File: src/rtl/mem_stage_controller.sv
// -----------------------------------------------------------------------------
// mem_stage_controller
//   Sequences data-cache accesses for the MEM stage of the LC-3b pipeline.
//   Single-access ops: LDR, STR, LDB, STB.  Two-access ops: LDI, STI, where
//   the first read fetches a pointer and the second access uses it.
//   Builds byte enables and aligned load data, and generates the MEM/WB load
//   strobe, the MEM/WB bubble request and a stall to every upstream stage.
//
// Ports
//   clk, reset_n        clock, asynchronous active-low reset
//   valid_in, opcode    EX/MEM instruction qualifier and lc3b opcode
//   flush               squash the instruction currently in MEM
//   addr_in, wdata_in   effective address and store data from EX/MEM
//   dcache_*            data-cache request (read/write/address/wdata/byte
//                       enable) and response (resp/rdata)
//   mem_rdata_out       load result to MEM/WB (held between loads)
//   load_mem_wb         MEM/WB register load enable
//   kill_out            MEM/WB must capture a bubble
//   stall               freeze PC, IF/ID, ID/EX, EX/MEM
//
// Optional feature macro: MEM_STALL_PERF_EN
//   Adds saturating counters stall_cycles and mem_ops (STALL_CNT_W bits).
// -----------------------------------------------------------------------------
module mem_stage_controller #(
  parameter int unsigned STALL_CNT_W = 16
) (
  input  logic        clk,
  input  logic        reset_n,
  input  logic        valid_in,
  input  logic [3:0]  opcode,
  input  logic        flush,
  input  logic [15:0] addr_in,
  input  logic [15:0] wdata_in,
  input  logic        dcache_resp,
  input  logic [15:0] dcache_rdata,
  output logic        dcache_read,
  output logic        dcache_write,
  output logic [15:0] dcache_address,
  output logic [15:0] dcache_wdata,
  output logic [1:0]  dcache_byte_enable,
  output logic [15:0] mem_rdata_out,
  output logic        load_mem_wb,
  output logic        kill_out,
  output logic        stall
`ifdef MEM_STALL_PERF_EN
  ,
  output logic [STALL_CNT_W-1:0] stall_cycles,
  output logic [STALL_CNT_W-1:0] mem_ops
`endif
);

  localparam logic [3:0] OP_LDB = 4'b0010;
  localparam logic [3:0] OP_STB = 4'b0011;
  localparam logic [3:0] OP_LDR = 4'b0110;
  localparam logic [3:0] OP_STR = 4'b0111;
  localparam logic [3:0] OP_LDI = 4'b1010;
  localparam logic [3:0] OP_STI = 4'b1011;

  if (STALL_CNT_W < 1) begin : g_bad_width
    $error("STALL_CNT_W must be at least 1");
  end

  typedef enum logic [1:0] {
    S_IDLE,
    S_ACCESS,
    S_INDIRECT,
    S_COMMIT
  } state_e;

  state_e      state_q;
  logic [3:0]  op_q;
  logic        flush_q;
  logic        byte_hi_q;
  logic        read_q;
  logic        write_q;
  logic [15:0] addr_q;     // also holds the LDI/STI pointer during INDIRECT
  logic [15:0] wdata_q;
  logic [1:0]  be_q;
  logic [15:0] rdata_q;

  logic is_mem_op;
  logic accept;
  logic pass;

  always_comb begin
    is_mem_op = 1'b0;
    case (opcode)
      OP_LDB, OP_STB, OP_LDR, OP_STR, OP_LDI, OP_STI: is_mem_op = 1'b1;
      default:                                        is_mem_op = 1'b0;
    endcase
  end

  assign accept = (state_q == S_IDLE) && valid_in &&  is_mem_op;
  assign pass   = (state_q == S_IDLE) && valid_in && !is_mem_op;

  // Pipeline handshakes are combinational on the IDLE inputs so non-memory
  // ops flow through with no bubble; reset_n gates them so every output is
  // low while reset is held.
  assign load_mem_wb = reset_n && (pass || (state_q == S_COMMIT));
  assign stall       = reset_n && (accept || (state_q == S_ACCESS) ||
                                   (state_q == S_INDIRECT));
  assign kill_out    = reset_n && ((pass && flush) ||
                                   ((state_q == S_COMMIT) && (flush_q || flush)));

  assign dcache_read        = read_q;
  assign dcache_write       = write_q;
  assign dcache_address     = addr_q;
  assign dcache_wdata       = wdata_q;
  assign dcache_byte_enable = be_q;
  assign mem_rdata_out      = rdata_q;

  always_ff @(posedge clk or negedge reset_n) begin
    if (!reset_n) begin
      state_q   <= S_IDLE;
      op_q      <= '0;
      flush_q   <= 1'b0;
      byte_hi_q <= 1'b0;
      read_q    <= 1'b0;
      write_q   <= 1'b0;
      addr_q    <= '0;
      wdata_q   <= '0;
      be_q      <= '0;
      rdata_q   <= '0;
    end else begin
      case (state_q)
        S_IDLE: begin
          if (accept) begin
            state_q   <= S_ACCESS;
            op_q      <= opcode;
            flush_q   <= flush;
            byte_hi_q <= addr_in[0];
            case (opcode)
              OP_LDB: begin
                read_q  <= 1'b1;
                write_q <= 1'b0;
                addr_q  <= addr_in;
                be_q    <= 2'b11;
                wdata_q <= '0;
              end
              OP_STB: begin
                read_q  <= 1'b0;
                write_q <= 1'b1;
                addr_q  <= addr_in;
                be_q    <= addr_in[0] ? 2'b10 : 2'b01;
                wdata_q <= {wdata_in[7:0], wdata_in[7:0]};
              end
              OP_STR: begin
                read_q  <= 1'b0;
                write_q <= 1'b1;
                addr_q  <= {addr_in[15:1], 1'b0};
                be_q    <= 2'b11;
                wdata_q <= wdata_in;
              end
              OP_STI: begin
                // Pointer fetch is a read; store data waits for INDIRECT.
                read_q  <= 1'b1;
                write_q <= 1'b0;
                addr_q  <= {addr_in[15:1], 1'b0};
                be_q    <= 2'b11;
                wdata_q <= wdata_in;
              end
              default: begin // LDR, LDI
                read_q  <= 1'b1;
                write_q <= 1'b0;
                addr_q  <= {addr_in[15:1], 1'b0};
                be_q    <= 2'b11;
                wdata_q <= '0;
              end
            endcase
          end
        end

        S_ACCESS: begin
          flush_q <= flush_q || flush;
          if (dcache_resp) begin
            if ((op_q == OP_LDI) || (op_q == OP_STI)) begin
              state_q <= S_INDIRECT;
              addr_q  <= {dcache_rdata[15:1], 1'b0};
              read_q  <= (op_q == OP_LDI);
              write_q <= (op_q == OP_STI);
              be_q    <= 2'b11;
            end else begin
              state_q <= S_COMMIT;
              read_q  <= 1'b0;
              write_q <= 1'b0;
              addr_q  <= '0;
              wdata_q <= '0;
              be_q    <= '0;
              if (op_q == OP_LDB) begin
                rdata_q <= byte_hi_q ? {8'h00, dcache_rdata[15:8]}
                                     : {8'h00, dcache_rdata[7:0]};
              end else if (op_q == OP_LDR) begin
                rdata_q <= dcache_rdata;
              end
            end
          end
        end

        S_INDIRECT: begin
          flush_q <= flush_q || flush;
          if (dcache_resp) begin
            state_q <= S_COMMIT;
            read_q  <= 1'b0;
            write_q <= 1'b0;
            addr_q  <= '0;
            wdata_q <= '0;
            be_q    <= '0;
            if (op_q == OP_LDI) begin
              rdata_q <= dcache_rdata;
            end
          end
        end

        S_COMMIT: begin
          state_q <= S_IDLE;
          flush_q <= 1'b0;
        end

        default: state_q <= S_IDLE;
      endcase
    end
  end

`ifdef MEM_STALL_PERF_EN
  always_ff @(posedge clk or negedge reset_n) begin
    if (!reset_n) begin
      stall_cycles <= '0;
      mem_ops      <= '0;
    end else begin
      if (stall && (stall_cycles != '1)) begin
        stall_cycles <= stall_cycles + STALL_CNT_W'(1);
      end
      if ((state_q == S_COMMIT) && (mem_ops != '1)) begin
        mem_ops <= mem_ops + STALL_CNT_W'(1);
      end
    end
  end
`endif

endmodule

File: config.mk
export PLATFORM = sky130hd
export DESIGN_NAME = mem_stage_controller
export DESIGN_NICKNAME = d
export VERILOG_FILES = /design/src/rtl/mem_stage_controller.sv
export SDC_FILE = /design/constraint.sdc
export NUM_CORES = 1
export LEC_CHECK = 0
export CORE_MARGIN = 5
export CORE_UTILIZATION = 30
export CTS_BUF_LIST = sky130_fd_sc_hd__clkbuf_4
export CTS_CLUSTER_DIAMETER = 100
export CTS_CLUSTER_SIZE = 10
export DETAILED_ROUTE_END_ITERATION = 16
export PLACE_DENSITY = 0.69
export SLEW_MARGIN = 20
export SYNTH_ARGS = -nofsm -noshare
export SYNTH_HDL_FRONTEND = slang
export SYNTH_SLANG_ARGS = --single-unit
File: constraint.sdc
create_clock -name clk -period 4 [get_ports clk]
set_input_delay 1 -clock clk [delete_from_list [all_inputs] [get_ports clk]]
set_output_delay 1 -clock clk [all_outputs]
set_load 0.05 [all_outputs]
==> results by group <==
Global routing
  • First-pass GRT wire length: 14,100 um
  • Initial antenna violation count: 1
  • Largest net degree at the start of global routing: 53
  • Vias in the first global route: 2,643
  • GRT overflow: 0
  • Total GRT Usage: 14.5%

CTS
  • Bufs on Longest Clock Path: 2
  • Clock Latency Late Sink: 0.40 ns
  • CTS Root Cell: clkbuf_4
  • Number of CTS-inserted buffers: 9
  • Htree depth: 3
  • CTS Sinks: 60
  • CTS tree: yes
  • Post-CTS sizing: 0
  • Postcts setup bufs: 0
  • Clk slew on worst S/H paths: 0.11 ns
  • Hold buffers post-CTS: 0

Timing
  • Slew margin rel.: 43.9%
  • Final TNS setup: 0 ns
  • Final setup vio count: 0
  • Clock skew: 0.0202 ns
  • Tightest Pin Transition: 0.839 ns
  • Min Tclk post-route: 3.55 ns
  • Final hold viol count: 0
  • Final worst-path setup slack: 0.453 ns
  • Unrepaired setup endpoints after global routing: no
  • Post-route clock period utilization: 88.7%
  • Peak Freq: 282 MHz
  • Fin. max-slew vios: 0

Synthesis
  • Mapped cell area: 3050 um2
  • Synthesis-stage register bit count: 60
  • Syn_nets: 315
  • Sequential share of the synthesized area: 49.2%
  • Warnings from Yosys: 0
  • Post-Syn Area per Cell: 12.1 um2
  • Yosys cell types: 40
  • Cells after Synth: 253

Floorplanning
  • Die H: 111 um
  • Die W: 111 um
  • Starting Density: 30.9%
  • Die area: 12,300 um2
  • Core box area: 9860 um2
  • Top Ports: 112
  • FP Rows: 36

Layout
  • Layout cell share with drive strength beyond 1: 21.0%
  • Area of the multi-input gates: 1400 um2
  • Storage element area: 1500 um2
  • Fill cell count: 903
  • P&R area growth vs syn: 46.8%
  • Post-layout nets: 435
  • Design area: 4480 um2
  • Finished Core Util: 45.4%

Placed design
  • Placed Area: 4350 um2
  • Dpl hpwl: 6290 um
  • GPL Wtd Cong: 0.741
  • Pre-CTS WS: 0.463 ns
  • IO Port Bufs: 111

Power
  • Lkg Pwr: 0.00195 uW
  • Max VDD drop: 530 uV
  • Psw: 1940 uW
  • Sw frac: 47.6%
  • Cell Int Power: 2130 uW
  • Sequential power share: 24.7%
  • Clock Power Share: 10.5%
  • Total power draw: 4070 uW
  • Logic pwr share: 64.8%
  • Power per cell area: 908 nW/um2

Worst setup path
  • CP required: 3.00 ns
  • Cell count of the worst reg-to-reg path: 7
  • Critical Path Slowest Stage Cell: clkdlybuf4s50_1
  • Kind of critical path: in -> out
  • Flop2flop setup slack: 1.56 ns
  • Cell family contributing the most delay on the critical path: buffers and inverters
  • Worst-path cell chain: clkdlybuf4s50_1, a21boi_2, and3_1, o31a_1, buf_12
  • Crit Path Max Fanout: 9
  • CP max stage delay: 0.66 ns
  • Worst setup EP type: primary output
  • WP data arrival: 2.55 ns
  • R2R Path End: dcache_wdata[2]
  • WP buf/inv: 2
  • Startpoint Class: input pin
  • Reg-to-reg startpoint: state_q[1]

Route
  • DRC viols: 0
  • DRT Pass-1 Iters: 4
  • DR vias: 2,396
  • DRT iter0 DRCs: 85
  • Routed Wire Length: 8540 um
  • Vias per cell: 4.69
  • Post-route ant nets: 0
  • Drt wl/cell: 16.7 um

Job
  • Max Cap Viol: 0

Worst hold path
  • Min-Delay Path Class: in -> async

Status
  • Status: complete, no violations
[cells by family (layout without fill, tap and decap cells)]
logic type / after synthesis / after routing / share of synthesized area, %
multiplexers: 65 / 65 / 23.5
AND/OR/NAND/NOR: 44 / 44 / 7.38
flip-flops: 60 / 60 / 49.2
buffers and inverters: 33 / 157 / 5.04
adder cells (fa/ha/maj): 5 / 5 / 2.05
AO/OA/AOI/OAI: 45 / 45 / 12.5
XOR/XNOR: 1 / 1 / 0.287
other: 0 / 1 / 0
[layer usage]
layer | wire length [um] | track usage, % | up-vias
li1 | - | - | 1148
met3 | 565 | 4.86 | 11
met1 | 3660 | 17.1 | 1171
met4 | 131 | 5.75 | 0
met5 | 0 | 0 | -
met2 | 4190 | 24.2 | 66
[through the flow]
stage,hold WS (ns),cells
after floorplan,0.460,253
after global placement,0.468,495
after detailed placement,0.478,495
after CTS,0.433,510
after global routing,0.443,511
final,0.456,511
[flip-flops by register name, indices dropped and copies added, names as in the netlist]
name and flops:
dcache_address 16, mem_rdata_out 16, dcache_byte_enable 2, dcache_write 1
op_q 4, dcache_wdata 16, byte_hi_q 1, state_q 2
dcache_read 1, flush_q 1
[layout by cell type (no fill, tap or decap), drive strengths merged]
cell / netlist / routed
a2111oi: 1 / 1
a211oi: 2 / 2
a21boi: 2 / 2
a21oi: 5 / 5
a221oi: 1 / 1
a22o: 22 / 22
a31oi: 1 / 1
and3: 1 / 1
and4: 1 / 1
and4bb: 1 / 1
buf: 7 / 11
bufinv: 0 / 1
clkbuf: 2 / 10
clkdlybuf4s50: 0 / 107
clkinv: 1 / 5
dfrtp: 60 / 60
diode: 0 / 1
ha: 5 / 5
inv: 23 / 23
mux2: 47 / 47
mux2i: 18 / 18
nand2: 22 / 22
nand3: 1 / 1
nand3b: 3 / 3
nor2: 7 / 7
nor2b: 2 / 2
nor3: 3 / 3
nor3b: 1 / 1
o21a: 3 / 3
o21ai: 5 / 5
o22a: 1 / 1
o31a: 1 / 1
o31ai: 1 / 1
or2: 1 / 1
or4: 1 / 1
xnor2: 1 / 1
[cells in the mapped netlist]
library cell   n  share of area (%)
nor2_1         7               0.86
a211oi_1       1               0.25
xnor2_1        1               0.29
and4_1         1               0.29
or4_1          1               0.25
buf_2          5               0.82
buf_6          1               0.37
mux2_1         3                1.1
o31ai_1        1               0.25
o21ai_0        5               0.82
nand3b_1       3               0.74
nand3_1        1               0.16
o21a_1         3               0.74
inv_1         23                2.8
nor3b_2        1               0.41
nand2_2        1               0.21
mux2_2        42                 16
and4bb_1       1               0.41
o22a_1         1               0.29
clkinv_1       1               0.12
dfrtp_1       60                 49
nor2b_1        2               0.41
nand2_1       21                2.6
ha_1           5                2.1
a21boi_2       2               0.74
a2111oi_0      1               0.29
mux2_4         2               0.98
o31a_1         1               0.29
clkbuf_1       2               0.25
a31oi_1        1               0.21
nor3_2         1               0.33
or2_2          1               0.21
a221oi_4       1               0.86
nor3_1         2               0.33
a22o_1        22                6.3
a211oi_4       1               0.66
a21oi_1        5               0.82
mux2i_1       18                5.9
buf_12         1               0.66
and3_1         1               0.21
[layout make-up]
cell class / instances / area share (%)
clock inverters: 5 / 1.20
diodes: 1 / 0.0559
clock buffers: 10 / 1.68
repair buffers: 118 / 26.5
multi-input cells: 160 / 31.3
well taps: 133 / 3.72
flip-flops and latches: 60 / 33.5
inverters: 24 / 2.01
[worst max-delay path by stage]
stage / start / slack, ns / end / depth (start not counted)
floorplan: opcode[3] / 0.44 / kill_out / 5
global placement: opcode[3] / 0.48 / stall / 5
detailed placement: opcode[3] / 0.46 / stall / 5
CTS: opcode[3] / 0.46 / stall / 5
global route: opcode[3] / 0.34 / kill_out / 6
finish: opcode[3] / 0.45 / stall / 5
[power by group through the flow]
stage / Sequential (uW) / Combinational [uW] / Clock (uW)
after floorplan: 1720 / 1160 / 0
after global placement: 1010 / 2650 / 0
after detailed placement: 1020 / 2670 / 0
after CTS: 1010 / 2680 / 450
after global routing: 1040 / 2810 / 470
final: 1000 / 2640 / 428
Note: power is estimated with default switching activity, not from simulation.
